File: config.mk
export PLATFORM = sky130hd
export DESIGN_NAME = button_conditioner
export DESIGN_NICKNAME = d
export VERILOG_FILES = /design/src/rtl/button_conditioner.sv
export SDC_FILE = /design/constraint.sdc
export NUM_CORES = 1
export LEC_CHECK = 0
export ABC_AREA = 1
export ABC_CLOCK_PERIOD_IN_PS = 2300
export BUFFER_PORTS_ARGS = -buffer_cell sky130_fd_sc_hd__buf_2
export CORE_UTILIZATION = 50
export CTS_CLUSTER_DIAMETER = 200
export CTS_CLUSTER_SIZE = 24
export DETAILED_ROUTE_END_ITERATION = 7
export GPL_TIMING_DRIVEN = 1
export PLACE_DENSITY = 0.73
export SYNTH_ARGS = -nofsm -noshare
export SYNTH_HDL_FRONTEND = slang
export SYNTH_SLANG_ARGS = --single-unit
File: constraint.sdc
create_clock -name CLK -period 2.3 [get_ports CLK]
set_input_delay 0.345 -clock CLK [delete_from_list [all_inputs] [get_ports CLK]]
set_output_delay 0.345 -clock CLK [all_outputs]
set_load 0.05 [all_outputs]
File: src/rtl/button_conditioner.sv
// Alarm-clock button front end: 2-FF sync, debounce and press/release/long/repeat pulses.
// Optional auto-repeat is built when BUTTON_AUTO_REPEAT_EN is defined.

module button_fsm #(
    parameter int unsigned DEBOUNCE_CYCLES   = 1000000,
    parameter int unsigned LONG_PRESS_CYCLES = 100000000,
    parameter int unsigned REPEAT_CYCLES     = 12500000
) (
    input  logic CLK,
    input  logic rst_n,
    input  logic sync,
    output logic level,
    output logic press,
    output logic rel,
    output logic lng,
    output logic rpt
);
    localparam int CW = $clog2(LONG_PRESS_CYCLES + 1);

    typedef enum logic [2:0] {
        IDLE,
        DEB_PRESS,
        PRESSED,
        HELD,
        DEB_RELEASE
    } state_t;

    state_t        state_q, state_d;
    logic [CW-1:0] cnt_q, cnt_d, cnt_inc;
    logic          from_held_q, from_held_d;
    logic          level_q, level_d;
    logic          press_q, press_d;
    logic          rel_q, rel_d;
    logic          lng_q, lng_d;

    always_comb begin
        cnt_inc     = (cnt_q == {CW{1'b1}}) ? cnt_q : cnt_q + 1'b1;
        state_d     = state_q;
        cnt_d       = cnt_q;
        from_held_d = from_held_q;
        level_d     = level_q;
        press_d     = 1'b0;
        rel_d       = 1'b0;
        lng_d       = 1'b0;
        case (state_q)
            IDLE: begin
                if (!sync) begin
                    state_d = DEB_PRESS;
                    cnt_d   = CW'(1);
                end
            end
            DEB_PRESS: begin
                if (sync) begin
                    state_d = IDLE;
                    cnt_d   = '0;
                end else if (cnt_q == CW'(DEBOUNCE_CYCLES)) begin
                    state_d = PRESSED;
                    press_d = 1'b1;
                    level_d = 1'b1;
                    cnt_d   = '0;
                end else begin
                    cnt_d = cnt_inc;
                end
            end
            PRESSED: begin
                // The press-accept cycle is the first held cycle, so test the incremented count.
                if (sync) begin
                    state_d     = DEB_RELEASE;
                    cnt_d       = CW'(1);
                    from_held_d = 1'b0;
                end else if (cnt_inc == CW'(LONG_PRESS_CYCLES)) begin
                    state_d = HELD;
                    lng_d   = 1'b1;
                    cnt_d   = cnt_inc;
                end else begin
                    cnt_d = cnt_inc;
                end
            end
            HELD: begin
                if (sync) begin
                    state_d     = DEB_RELEASE;
                    cnt_d       = CW'(1);
                    from_held_d = 1'b1;
                end
            end
            DEB_RELEASE: begin
                if (!sync) begin
                    state_d = from_held_q ? HELD : PRESSED;
                    cnt_d   = '0;
                end else if (cnt_q == CW'(DEBOUNCE_CYCLES)) begin
                    state_d = IDLE;
                    rel_d   = 1'b1;
                    level_d = 1'b0;
                    cnt_d   = '0;
                end else begin
                    cnt_d = cnt_inc;
                end
            end
            default: begin
                state_d = IDLE;
                cnt_d   = '0;
            end
        endcase
    end

    always_ff @(posedge CLK or negedge rst_n) begin
        if (!rst_n) begin
            state_q     <= IDLE;
            cnt_q       <= '0;
            from_held_q <= 1'b0;
            level_q     <= 1'b0;
            press_q     <= 1'b0;
            rel_q       <= 1'b0;
            lng_q       <= 1'b0;
        end else begin
            state_q     <= state_d;
            cnt_q       <= cnt_d;
            from_held_q <= from_held_d;
            level_q     <= level_d;
            press_q     <= press_d;
            rel_q       <= rel_d;
            lng_q       <= lng_d;
        end
    end

    assign level = level_q;
    assign press = press_q;
    assign rel   = rel_q;
    assign lng   = lng_q;

`ifdef BUTTON_AUTO_REPEAT_EN
    localparam int RW = $clog2(REPEAT_CYCLES + 1);

    logic [RW-1:0] rpt_cnt_q, rpt_cnt_d, rpt_inc;
    logic          rpt_q, rpt_d;

    always_comb begin
        rpt_inc   = rpt_cnt_q + 1'b1;
        rpt_cnt_d = rpt_cnt_q;
        rpt_d     = 1'b0;
        // Frozen while a release is being debounced so a bounce back to HELD keeps cadence.
        if (state_q == HELD && !sync) begin
            if (rpt_inc == RW'(REPEAT_CYCLES)) begin
                rpt_d     = 1'b1;
                rpt_cnt_d = '0;
            end else begin
                rpt_cnt_d = rpt_inc;
            end
        end else if (state_q != DEB_RELEASE) begin
            rpt_cnt_d = '0;
        end
    end

    always_ff @(posedge CLK or negedge rst_n) begin
        if (!rst_n) begin
            rpt_cnt_q <= '0;
            rpt_q     <= 1'b0;
        end else begin
            rpt_cnt_q <= rpt_cnt_d;
            rpt_q     <= rpt_d;
        end
    end

    assign rpt = rpt_q;
`else
    assign rpt = (REPEAT_CYCLES == 0) && 1'b0;
`endif
endmodule

module button_conditioner #(
    parameter int unsigned DEBOUNCE_CYCLES   = 1000000,
    parameter int unsigned LONG_PRESS_CYCLES = 100000000,
    parameter int unsigned REPEAT_CYCLES     = 12500000
) (
    input  logic       CLK,
    input  logic       rst_n,
    input  logic [2:0] btn_n_in,
    output logic [2:0] btn_level,
    output logic [2:0] press_pulse,
    output logic [2:0] release_pulse,
    output logic [2:0] long_pulse,
    output logic [2:0] rpt_pulse
);
    logic [2:0] sync1_q, sync1_d;
    logic [2:0] sync2_q, sync2_d;

    always_comb begin
        sync1_d = btn_n_in;
        sync2_d = sync1_q;
    end

    // Synchroniser resets to "released" so a held button is seen as a fresh press.
    always_ff @(posedge CLK or negedge rst_n) begin
        if (!rst_n) begin
            sync1_q <= 3'b111;
            sync2_q <= 3'b111;
        end else begin
            sync1_q <= sync1_d;
            sync2_q <= sync2_d;
        end
    end

    for (genvar i = 0; i < 3; i++) begin : g_btn
        button_fsm #(
            .DEBOUNCE_CYCLES  (DEBOUNCE_CYCLES),
            .LONG_PRESS_CYCLES(LONG_PRESS_CYCLES),
            .REPEAT_CYCLES    (REPEAT_CYCLES)
        ) u_fsm (
            .CLK  (CLK),
            .rst_n(rst_n),
            .sync (sync2_q[i]),
            .level(btn_level[i]),
            .press(press_pulse[i]),
            .rel  (release_pulse[i]),
            .lng  (long_pulse[i]),
            .rpt  (rpt_pulse[i])
        );
    end
endmodule

==> results of run 1 <==
logic make-up after synthesis:
group / synth area share [%]
compound gates: 9.29
xor+xnor: 3.71
fa+ha+maj: 0.913
buf+inv: 10.3
flops: 33.9
other cells: 0.0456
simple gates: 41.9
stage by stage:
stage	hold WS, ns	setup TNS [ns]	instance area [µm²]
2_1_floorplan	0.0494	0	8230
3_3_place_gp	0.337	-0.114	9140
3_5_place_dp	0.338	-0.106	9140
4_1_cts	0.0542	-0.0310	9510
5_1_grt	0.0536	-0.866	9860
6_report	0.0643	-0.0376	9860
registers in the layout (all words and copies together) (netlist names):
| signal | count |
|---|---|
| g_btn.u_fsm.cnt_q | 81 |
| g_btn.u_fsm.from_held_q | 3 |
| g_btn.u_fsm.level | 3 |
| g_btn.u_fsm.lng | 3 |
| g_btn.u_fsm.press | 3 |
| g_btn.u_fsm.rel | 3 |
| g_btn.u_fsm.state_q | 9 |
| sync1_q | 3 |
| sync2_q | 3 |
per-layer routing:
layer	track usage (%)	share of wire, %
met1	41.4	45
met2	47.6	46
met3	3.16	6.0
met4	12.9	3.0
met5	0	0
power by group:
| part | total [mW] | switching, mW | internal, mW |
|---|---|---|---|
| registers | 2.25 | 0.142 | 2.10 |
| clock network | 1.63 | 0.844 | 0.784 |
| logic | 2.01 | 1.29 | 0.724 |
critical path: stages (launching register included):
cell and delay (ns):
dfrtp_1 0.38, ha_2 0.20, nand2_2 0.08, nor2_4 0.21
nand2_4 0.09, buf_6 0.13, nor2_4 0.14, buf_12 0.13
nand3_2 0.07, nand3_2 0.07, nand2_1 0.05, nor2_1 0.12
nand2_1 0.08, nor2_2 0.15, nand2_2 0.08, nand2_2 0.08
nand2_2 0.05, nand2_1 0.05, nand2_1 0.04
area by class of cell:
type	count	area share [%]
multi-input combinational	950	48.8
sequential	111	28.3
timing repair buffer	136	10.8
inverter	162	6.17
tap	216	2.74
clock buffer	9	2.29
clock inverter	7	0.851
placed cells by master, fill, tap and decap left out, types with 4 or more instances in the layout:
cell | Yosys | final
nand2_1 | 361 | 350
inv_1 | 158 | 156
nor2_1 | 160 | 147
buf_4 | 15 | 111
nand3_1 | 112 | 107
dfrtp_1 | 105 | 104
o21ai_0 | 101 | 96
xor2_1 | 33 | 30
nand4_1 | 25 | 25
nor2_2 | 16 | 24
o22ai_1 | 23 | 23
nand2_2 | 14 | 21
nor3_1 | 20 | 17
nor2_4 | 11 | 16
buf_2 | 2 | 15
nor4_1 | 14 | 13
a21oi_1 | 10 | 10
clkbuf_16 | 0 | 10
nand3_2 | 3 | 8
nand3b_1 | 8 | 8
nand2_4 | 4 | 7
inv_2 | 4 | 6
and2_1 | 6 | 6
nor3_2 | 3 | 6
dfstp_2 | 6 | 6
o21ai_1 | 2 | 5
buf_6 | 5 | 4
buf_12 | 0 | 4
repair_timing:
action | CTS | global route
pin swaps | 1 | 24
setup buffers | 4 | 15
gates resized for setup | 6 | 58
hold buffers | 1 | 0
endpoints found under the setup margin | 7 | 33
cloned | 0 | 1
hold endpoints to repair | 31 | 0
worst paths after layout:
check,cells after the start,startpoint,slack [ns],end
max in group asynchronous,3,rst_n,1.13,sync2_q[1]
setup / recovery,18,g_btn[0].u_fsm.cnt_q[1],-0.02,g_btn[0].u_fsm.state_q[1]
hold reg to reg,0,sync1_q[0],0.36,sync2_q[0]
min in group asynchronous,2,rst_n,0.46,g_btn[2].u_fsm.cnt_q[21]
hold / removal,1,btn_n_in[0],0.06,sync1_q[0]
setup reg to reg,18,g_btn[0].u_fsm.cnt_q[1],-0.02,g_btn[0].u_fsm.state_q[1]
==> metrics.cfg, run 1 <==
[timing]
setup_violations=2
slew_headroom_pct=63.8
clock_skew_ns=0.0103
final-hold-violation-count=0
achievable-frequency_mhz=431
setup_ws_ns=-0.0207
timing_worst_slew_pin_value_ns=0.542
min_period_ns=2.32
slew_violations=0
finalCritPeriodShare_pct=101
rsz_0062_raised_after_global_routing=yes

[floorplan]
num_rows=46
dieArea_um2=17000
starting_density_pct=51.4
die_h_um=130
core-area_um2=16000
die_w_um=130
ios=20

[yosys]
ys_top_cells_by_area=dfrtp_1 32%, nand2_1 16%, nor2_1 7.3%
ys_ff_latch=111
yosysMostFrequentCell=nand2_1
netlist_instances=1258
synth_edf_count=0
synth-async-reset-ratio_pct=100
netlist.top_cell.by_area=dfrtp_1
synth_top_cells_by_count=361 x nand2_1, 160 x nor2_1, 158 x inv_1
dominantRegCellSynth=dfrtp_1
post_synth_instance_area_um2=8230
yosysSeqAreaShare_pct=33.9
synth_top_area_share_pct=31.9
avgSynthCellArea_um2=6.54
ys.warnings.count=0
ys_types=39

[routing]
wl_per_cell_um=15.4
detailedRoute.firstIterationViolations=792
dr_vias=8588
drtAntennaViolNets=0
postRouteWirelength_um=24500
via_per_inst=5.40
detailed_routing_iterations_pass_1=5
drc=0

[worst_hold_path]
min_path_type=in2reg

[clock_network]
cts_htree_levels=3
ctsLongestPathBuffers=2
clkSlewWorstSetupHoldPaths_ns=0.08
worstSkewPairLatency_ns=0.37
cts_tree=built
cts_num_sinks=111
cts_buffers=9
clock-root-buffer=clkbuf_16

[global_routing]
number_of_global_route_vias_before_repair=7947
global_route.overflow_total=0
grt_antenna_before_repair=0
grt_pass1_wl_um=39100
track_usage_pct=29.9
grt_max_degree=46

[power]
power_per_cell_area_nw_per_um2=598
peak_supply_drop_uv=489
fin_total_pwr_mw=5.89
total_leakage_power_nw=4.56

[worst_setup_path]
critical_path_required_ns=2.57
timing.setup.critical_path_class=reg2reg
worstPathMaxFanout=4
timing.critical_path.from_type=flip-flop
timing.critical_path.arrival_ns=2.59
critPathCaptureType=flip-flop

[placed_design]
port_buffers=16
detailedPlacementHpwl_um=18800
detailedPlace.worstSlack_ns=-0.0878
placed_cells_incl_taps=1555
gpl.final_weighted_congestion=0.989

[final_layout]
layout.core_utilization_pct=61.6
layout-drive-gt1-share_pct=19.2
instances_no_fill=1591
synthToLayoutAreaGrowth_pct=19.8
num-fill-cells=1546
nNetsFinal=1381
register_area_um2=2790
multiInputGateArea_um2=4810
diode_insertion_count_for_antenna_repair=0

[job]
cap_violations=0

[status]
status=finished with violations
failed_checks=setup timing

Power figures use the tool's default switching activity.
==> run 2: changes to the inputs <==
--- a/config.mk
+++ b/config.mk
@@ -6,7 +6,7 @@
 export NUM_CORES = 1
 export LEC_CHECK = 0
 export ABC_AREA = 1
-export ABC_CLOCK_PERIOD_IN_PS = 2300
+export ABC_CLOCK_PERIOD_IN_PS = 2800
 export BUFFER_PORTS_ARGS = -buffer_cell sky130_fd_sc_hd__buf_2
 export CORE_UTILIZATION = 50
 export CTS_CLUSTER_DIAMETER = 200
@@ -14,6 +14,7 @@
 export DETAILED_ROUTE_END_ITERATION = 7
 export GPL_TIMING_DRIVEN = 1
 export PLACE_DENSITY = 0.73
+export SLEW_MARGIN = 20
 export SYNTH_ARGS = -nofsm -noshare
 export SYNTH_HDL_FRONTEND = slang
 export SYNTH_SLANG_ARGS = --single-unit
==> constraint.sdc (replaced) <==
create_clock -name CLK -period 2.8 [get_ports CLK]
set_input_delay 0.42 -clock CLK [delete_from_list [all_inputs] [get_ports CLK]]
set_output_delay 0.42 -clock CLK [all_outputs]
set_load 0.05 [all_outputs]
==> run 2 against run 1 <==
Net effect: the run now ends clean; design area is 11% lower; count of clock-buffer cells in the layout is 1 higher; critical path depth is 2 lower; maximum frequency is 9.2% lower; first-iteration DRC count is 1.1% higher; final cell count is 6.3% lower; largest power group unchanged.
==> metrics.cfg, run 2 (synthesis gave the netlist of run 1 again) <==
[routing]
detailedRoute.firstIterationViolations=801  ; +1.1%
met3_wirelength_um=1610  ; +11%
met2_length_um=10300  ; -8.5%
wl_per_cell_um=15.3  ; -0.81%
met1_wire_length_um=10300  ; -6.9%
postRouteWirelength_um=22800  ; -7.0%
dr_vias=8230  ; -4.2%
drc=0  ; unchanged
detailed_routing_iterations_pass_1=6  ; +1
via_per_inst=5.52  ; +2.3%
drtAntennaViolNets=0  ; unchanged
uppermost_metal_layer_occupied_by_signal_nets=met4

[placed_design]
gpl.final_weighted_congestion=0.997  ; +0.84%
detailedPlacementHpwl_um=17800  ; -5.4%
detailedPlace.worstSlack_ns=0.318  ; +0.406 ns
port_buffers=16  ; unchanged
dpl-instance-area_um2=8510  ; -6.8%

[power]
share_comb_of_total_power_pct=31.1  ; -3.1 points
clock_power_share_pct=28.2  ; +0.6 points
swShare_pct=38.8  ; +0.12 points
share_seq_of_total_power_pct=40.8  ; +2.6 points
p_int_mw=2.78  ; -23%
total_leakage_power_nw=3.94  ; -14%
peak_supply_drop_uv=477  ; -2.5%
power_per_cell_area_nw_per_um2=517  ; -14%
p_switching_mw=1.76  ; -23%

[clock_network]
cts_buffers=9  ; unchanged
clkSlewWorstSetupHoldPaths_ns=0.08  ; about the same
ctsLongestPathBuffers=2  ; unchanged
cts_htree_levels=3  ; unchanged
cts_tree=built
worstSkewPairLatency_ns=0.37  ; about the same
cts_num_sinks=111  ; unchanged
cts_repair_resizes=0  ; -6
post-cts-setup-buffer-count=0  ; -4
clock-root-buffer=clkbuf_16
cts_hold_repair.buffers=0  ; -1

[worst_setup_path]
critPathTopFamily=simple AND/OR/NAND/NOR gates
timing.critical_path.from_type=flip-flop
worst_path_most_repeated_cell=nand2_1
worstPathMaxFanout=24  ; +20
critPathSlowestCell=dfrtp_1
r2r_end=g_btn[0].u_fsm.state_q[0]
path_cells=ha_1 -> nand2_2 -> nor2_4 -> nand2_4 -> nor2_4 -> nand2_2 -> nand2_1 -> nand3_1 -> nor2_1 -> nand2_1 -> nor2_1 -> nand2_1 -> nand2_1 -> nand2_1 -> nand2_1 -> nand2_1
cp-endpoint=g_btn[0].u_fsm.state_q[0]
timing.setup.critical_path_class=reg2reg
timing.critical_path.from=g_btn[0].u_fsm.cnt_q[0]
timing.reg2reg.worst_path_depth=16  ; -2
critPathCaptureType=flip-flop
timing.critical_path.arrival_ns=2.81  ; +0.22 ns
critical_path_required_ns=3.05  ; +0.48 ns
r2r-start=g_btn[0].u_fsm.cnt_q[0]
critPathBufInv=0  ; -2
path_depth=16  ; -2
ff2ff_setup_slack_ns=0.25  ; +0.27 ns
cpPeakStageDelay_ns=0.40  ; +0.02 ns

[floorplan]
die_h_um=130  ; unchanged
ios=20  ; unchanged
die_w_um=130  ; unchanged
starting_density_pct=51.4  ; unchanged
num_rows=46  ; unchanged
core-area_um2=16000  ; unchanged
dieArea_um2=17000  ; unchanged

[final_layout]
largest-register=g_btn.u_fsm.cnt_q
reg_top3=g_btn.u_fsm.cnt_q x81, g_btn.u_fsm.state_q x9
nNetsFinal=1281  ; -7.2%
mostFrequentLayoutCells=361 x nand2_1, 160 x nor2_1, 158 x inv_1
diode_insertion_count_for_antenna_repair=0  ; unchanged
final_cell_area_um2=8790  ; -11%
largest_reg_flops=81  ; unchanged
layout-drive-gt1-share_pct=9.41  ; -9.8 points
final_common_cell=nand2_1
synthToLayoutAreaGrowth_pct=6.92

[timing]
finalCritPeriodShare_pct=91.2  ; -9.7 points
setup_violations=0  ; -2
rsz_0062_raised_after_global_routing=no
final-hold-violation-count=0  ; unchanged
finalSetupTns_ns=0  ; +0.0376 ns
achievable-frequency_mhz=391  ; -9.2%
clock_skew_ns=0.00948  ; -0.000779 ns
final.hold.worst_slack_ns=0.0228  ; -0.0415 ns
slew_headroom_pct=49.8  ; -14 points
setup_ws_ns=0.245  ; +0.266 ns
min_period_ns=2.55  ; +0.234 ns
slew_violations=0  ; unchanged
timing_worst_slew_pin_value_ns=0.751  ; +0.209 ns

[global_routing]
number_of_global_route_vias_before_repair=7486  ; -5.8%
grt_antenna_before_repair=0  ; unchanged
global_route.overflow_total=0  ; unchanged
grt_pass1_wl_um=37100  ; -5.2%
track_usage_pct=28.3  ; -1.6 points
grt_max_degree=41  ; -11%

[status]
status=complete, no violations

[job]
cap_violations=0  ; unchanged

[worst_hold_path]
min_path_type=in2async

run 2: how the worst min path moves through the flow:
stage	start	end	slack (ns)	depth (start not counted)
after floorplan	rst_n	g_btn[0].u_fsm.cnt_q[0]	0.12	0
after detailed placement	sync1_q[1]	sync2_q[1]	0.35	0
after global routing	rst_n	g_btn[2].u_fsm.cnt_q[21]	0.08	1
after CTS	rst_n	g_btn[2].u_fsm.cnt_q[21]	0.05	1
after global placement	sync1_q[0]	sync2_q[0]	0.35	0
final	rst_n	g_btn[2].u_fsm.cnt_q[21]	0.02	1
run 2: final cells by class:
| cell class | count | area [µm²] |
|---|---|---|
| fillers | 1670 | 7210 |
| multi-input cells | 950 | 4600 |
| flip-flops and latches | 111 | 2790 |
| inverters | 162 | 608 |
| well taps | 216 | 270 |
| repair buffers | 36 | 245 |
| clock buffers | 10 | 229 |
| clock inverters | 6 | 52.6 |
run 2: power groups by stage:
stage / Sequential (mW) / Combinational [mW] / Clock (mW)
3_3_place_gp: 1.88 / 1.39 / 0
6_report: 1.85 / 1.41 / 1.28
2_1_floorplan: 1.86 / 0.972 / 0
4_1_cts: 1.85 / 1.40 / 1.30
3_5_place_dp: 1.88 / 1.39 / 0
5_1_grt: 1.87 / 1.59 / 1.36
run 2: metrics by stage:
step,utilization [%],power (mW),instances
final,55.0,4.54,1491
after global routing,55.0,4.82,1491
after CTS,55.0,4.55,1491
after detailed placement,53.2,3.27,1475
after global placement,53.2,3.26,1475
after floorplan,-,2.84,1260
run 2: per-layer routing:
| metal | track usage (%) | vias to the layer above |
|---|---|---|
| met5 | 0 | - |
| met4 | 10.5 | 0 |
| met3 | 3.69 | 50 |
| met2 | 45.0 | 346 |
| met1 | 39.4 | 3778 |
| li1 | - | 4056 |
==> run 3: changes to the inputs <==
--- a/config.mk
+++ b/config.mk
@@ -8,6 +8,7 @@
 export ABC_AREA = 1
 export ABC_CLOCK_PERIOD_IN_PS = 2800
 export BUFFER_PORTS_ARGS = -buffer_cell sky130_fd_sc_hd__buf_2
+export CORE_MARGIN = 4
 export CORE_UTILIZATION = 50
 export CTS_CLUSTER_DIAMETER = 200
 export CTS_CLUSTER_SIZE = 24
==> run 3 against run 2 <==
Net effect: wire length is 0.86% lower; via count is 1.0% lower; critical endpoint is now g_btn[1].u_fsm.state_q[1]; die area is 9.4% higher; design area is 0.57% higher; combinational power is 3% higher; highest routed layer unchanged.
==> metrics.cfg, run 3 (synthesis gave the netlist of run 1 again) <==
[clock_network]
cts_tree=built
cts_htree_levels=3  ; unchanged
cts_num_sinks=111  ; unchanged
worstSkewPairLatency_ns=0.37  ; about the same
clkSlewWorstSetupHoldPaths_ns=0.08  ; about the same
cts_buffers=9  ; unchanged
clock-root-buffer=clkbuf_16
ctsLongestPathBuffers=2  ; unchanged
post-cts-setup-buffer-count=0  ; unchanged

[status]
status=complete, no violations

[final_layout]
final_common_cell=nand2_1
layout-drive-gt1-share_pct=9.34  ; -0.071 points
diode_insertion_count_for_antenna_repair=0  ; unchanged
reg_top3=g_btn.u_fsm.cnt_q x81, g_btn.u_fsm.state_q x9
mostFrequentLayoutCells=361 x nand2_1, 160 x nor2_1, 158 x inv_1
largest_reg_flops=81  ; unchanged
nNetsFinal=1280  ; -0.078%
synthToLayoutAreaGrowth_pct=7.53
largest-register=g_btn.u_fsm.cnt_q

[routing]
met2_length_um=10400  ; +0.86%
drtAntennaViolNets=0  ; unchanged
drc=0  ; unchanged
met3_wirelength_um=1450  ; -10%
dr_vias=8145  ; -1.0%
postRouteWirelength_um=22600  ; -0.86%
met1_wire_length_um=10100  ; -2.2%
via_per_inst=5.47  ; -0.97%
wl_per_cell_um=15.2  ; -0.79%
detailedRoute.firstIterationViolations=985  ; +23%
uppermost_metal_layer_occupied_by_signal_nets=met4
detailed_routing_iterations_pass_1=6  ; unchanged

[worst_setup_path]
critPathSlowestCell=dfrtp_1
critPathCaptureType=flip-flop
r2r_end=g_btn[1].u_fsm.state_q[1]
worst_path_most_repeated_cell=nand2_1
r2r-start=g_btn[1].u_fsm.cnt_q[1]
critical_path_required_ns=3.07  ; +0.02 ns
timing.critical_path.from_type=flip-flop
ff2ff_setup_slack_ns=0.24  ; about the same
cpPeakStageDelay_ns=0.40  ; about the same
timing.critical_path.arrival_ns=2.83  ; +0.02 ns
timing.reg2reg.worst_path_depth=16  ; unchanged
path_cells=ha_1 -> nand2_1 -> nor2_4 -> nand2_2 -> nor2_4 -> nand2_2 -> nand3_1 -> nand2_1 -> nor2_1 -> nand2_1 -> nor2_1 -> nand2_1 -> nand2_1 -> nand2_1 -> nand2_1 -> nand2_1
worstPathMaxFanout=25  ; +4.2%
timing.setup.critical_path_class=reg2reg

[floorplan]
core-area_um2=16000  ; unchanged
die_h_um=136  ; +4.6%
starting_density_pct=51.4  ; unchanged
num_rows=46  ; unchanged
dieArea_um2=18600  ; +9.4%
die_w_um=136  ; +4.6%
ios=20  ; unchanged

[placed_design]
detailedPlace.worstSlack_ns=0.247  ; -0.0708 ns
port_buffers=16  ; unchanged
gpl.final_weighted_congestion=0.992  ; -0.46%
detailedPlacementHpwl_um=17400  ; -2.0%

[power]
peak_supply_drop_uv=409  ; -14%
share_seq_of_total_power_pct=39.9  ; -0.9 points
total_leakage_power_nw=3.98  ; +0.98%
p_switching_mw=1.80  ; +2.2%
clock_power_share_pct=29.0  ; +0.8 points
share_comb_of_total_power_pct=31.1  ; about the same
swShare_pct=38.8  ; about the same
power_per_cell_area_nw_per_um2=525  ; +1.6%
p_int_mw=2.84  ; +2.1%

[timing]
setup_violations=0  ; unchanged
slew_violations=0  ; unchanged
finalCritPeriodShare_pct=91.4  ; +0.21 points
min_period_ns=2.56  ; +0.00584 ns
timing_worst_slew_pin_value_ns=0.596  ; -0.155 ns
slew_headroom_pct=60.2  ; +10 points
rsz_0062_raised_after_global_routing=no
finalSetupTns_ns=0  ; unchanged
achievable-frequency_mhz=391  ; -0.23%
setup_ws_ns=0.239  ; -0.00584 ns
clock_skew_ns=0.0103  ; +0.000793 ns
final-hold-violation-count=0  ; unchanged

[worst_hold_path]
worst_hold_startpoint=btn_n_in[0]
min_delay_worst_endpoint=sync1_q[0]
min_path_type=in2reg
worstHoldPathCells=1

[global_routing]
track_usage_pct=25.5  ; -2.8 points
global_route.overflow_total=0  ; unchanged
number_of_global_route_vias_before_repair=7738  ; +3.4%
grt_pass1_wl_um=37700  ; +1.6%
grt_antenna_before_repair=0  ; unchanged
grt_max_degree=56  ; +37%

[job]
cap_violations=0  ; unchanged

-- run 3: cell count changes in the layout (fill, tap and decap cells not counted), sizes merged --
cell / before / now
buf: 36 / 34
clkbuf: 10 / 9
inv: 164 / 166
clkinvlp: 2 / 0
clkinv: 2 / 3
dlygate4sd3: 0 / 1
-- run 3: critical path, delay by kind of cell, from the launching register on --
kind | cells | cell delay, ns
AND/OR/NAND/NOR | 15 | 1.83
adder cells (fa/ha/maj) | 1 | 0.22
flip-flops | 1 | 0.40
-- run 3: layout make-up --
cell class	count	area [µm²]
Timing Repair Buffer	35	253
Multi-Input combinational cell	950	4610
Clock inverter	7	93.8
Clock buffer	9	225
Inverter	162	608
Tap cell	216	270
Fill cell	1599	7160
Sequential cell	111	2790
-- run 3: worst max-delay path by stage --
stage / cells after the start / end / from
after floorplan: 17 / g_btn[1].u_fsm.state_q[1] / g_btn[1].u_fsm.cnt_q[0]
after global placement: 15 / g_btn[1].u_fsm.state_q[1] / g_btn[1].u_fsm.cnt_q[1]
after detailed placement: 15 / g_btn[1].u_fsm.state_q[1] / g_btn[1].u_fsm.cnt_q[1]
after CTS: 15 / g_btn[1].u_fsm.state_q[1] / g_btn[1].u_fsm.cnt_q[1]
after global routing: 16 / g_btn[1].u_fsm.state_q[1] / g_btn[1].u_fsm.cnt_q[1]
final: 16 / g_btn[1].u_fsm.state_q[1] / g_btn[1].u_fsm.cnt_q[1]
-- run 3: power by group through the flow --
| stage | clock network [mW] | logic [mW] | registers (mW) |
|---|---|---|---|
| floorplan | 0 | 0.972 | 1.86 |
| global placement | 0 | 1.42 | 1.88 |
| detailed placement | 0 | 1.42 | 1.88 |
| CTS | 1.39 | 1.43 | 1.85 |
| global route | 1.46 | 1.63 | 1.88 |
| finish | 1.34 | 1.45 | 1.85 |
-- run 3: per-layer routing --
metal / up-vias / global-route usage (%)
met2: 314 / 40.6
met1: 3729 / 35.0
met4: 0 / 9.07
li1: 4047 / -
met3: 55 / 4.44
met5: - / 0
-- run 3: what timing repair did --
| item | in CTS | in global routing |
|---|---|---|
| hold buffers | 1 | 0 |
| endpoints found under the setup margin | 0 | 2 |
| hold endpoints to repair | 12 | 0 |
| resized for setup | 0 | 1 |
-- run 3: per-stage QoR --
| step | power, mW | hold WS (ns) | utilization, % | area [µm²] | instances |
|---|---|---|---|---|---|
| 2_1_floorplan | 2.84 | 0.124 | - | 8230 | 1260 |
| 3_3_place_gp | 3.29 | 0.346 | 53.2 | 8510 | 1473 |
| 3_5_place_dp | 3.30 | 0.347 | 53.2 | 8510 | 1473 |
| 4_1_cts | 4.67 | 0.127 | 55.2 | 8840 | 1490 |
| 5_1_grt | 4.97 | 0.120 | 55.3 | 8840 | 1490 |
| 6_report | 4.64 | 0.143 | 55.3 | 8840 | 1490 |
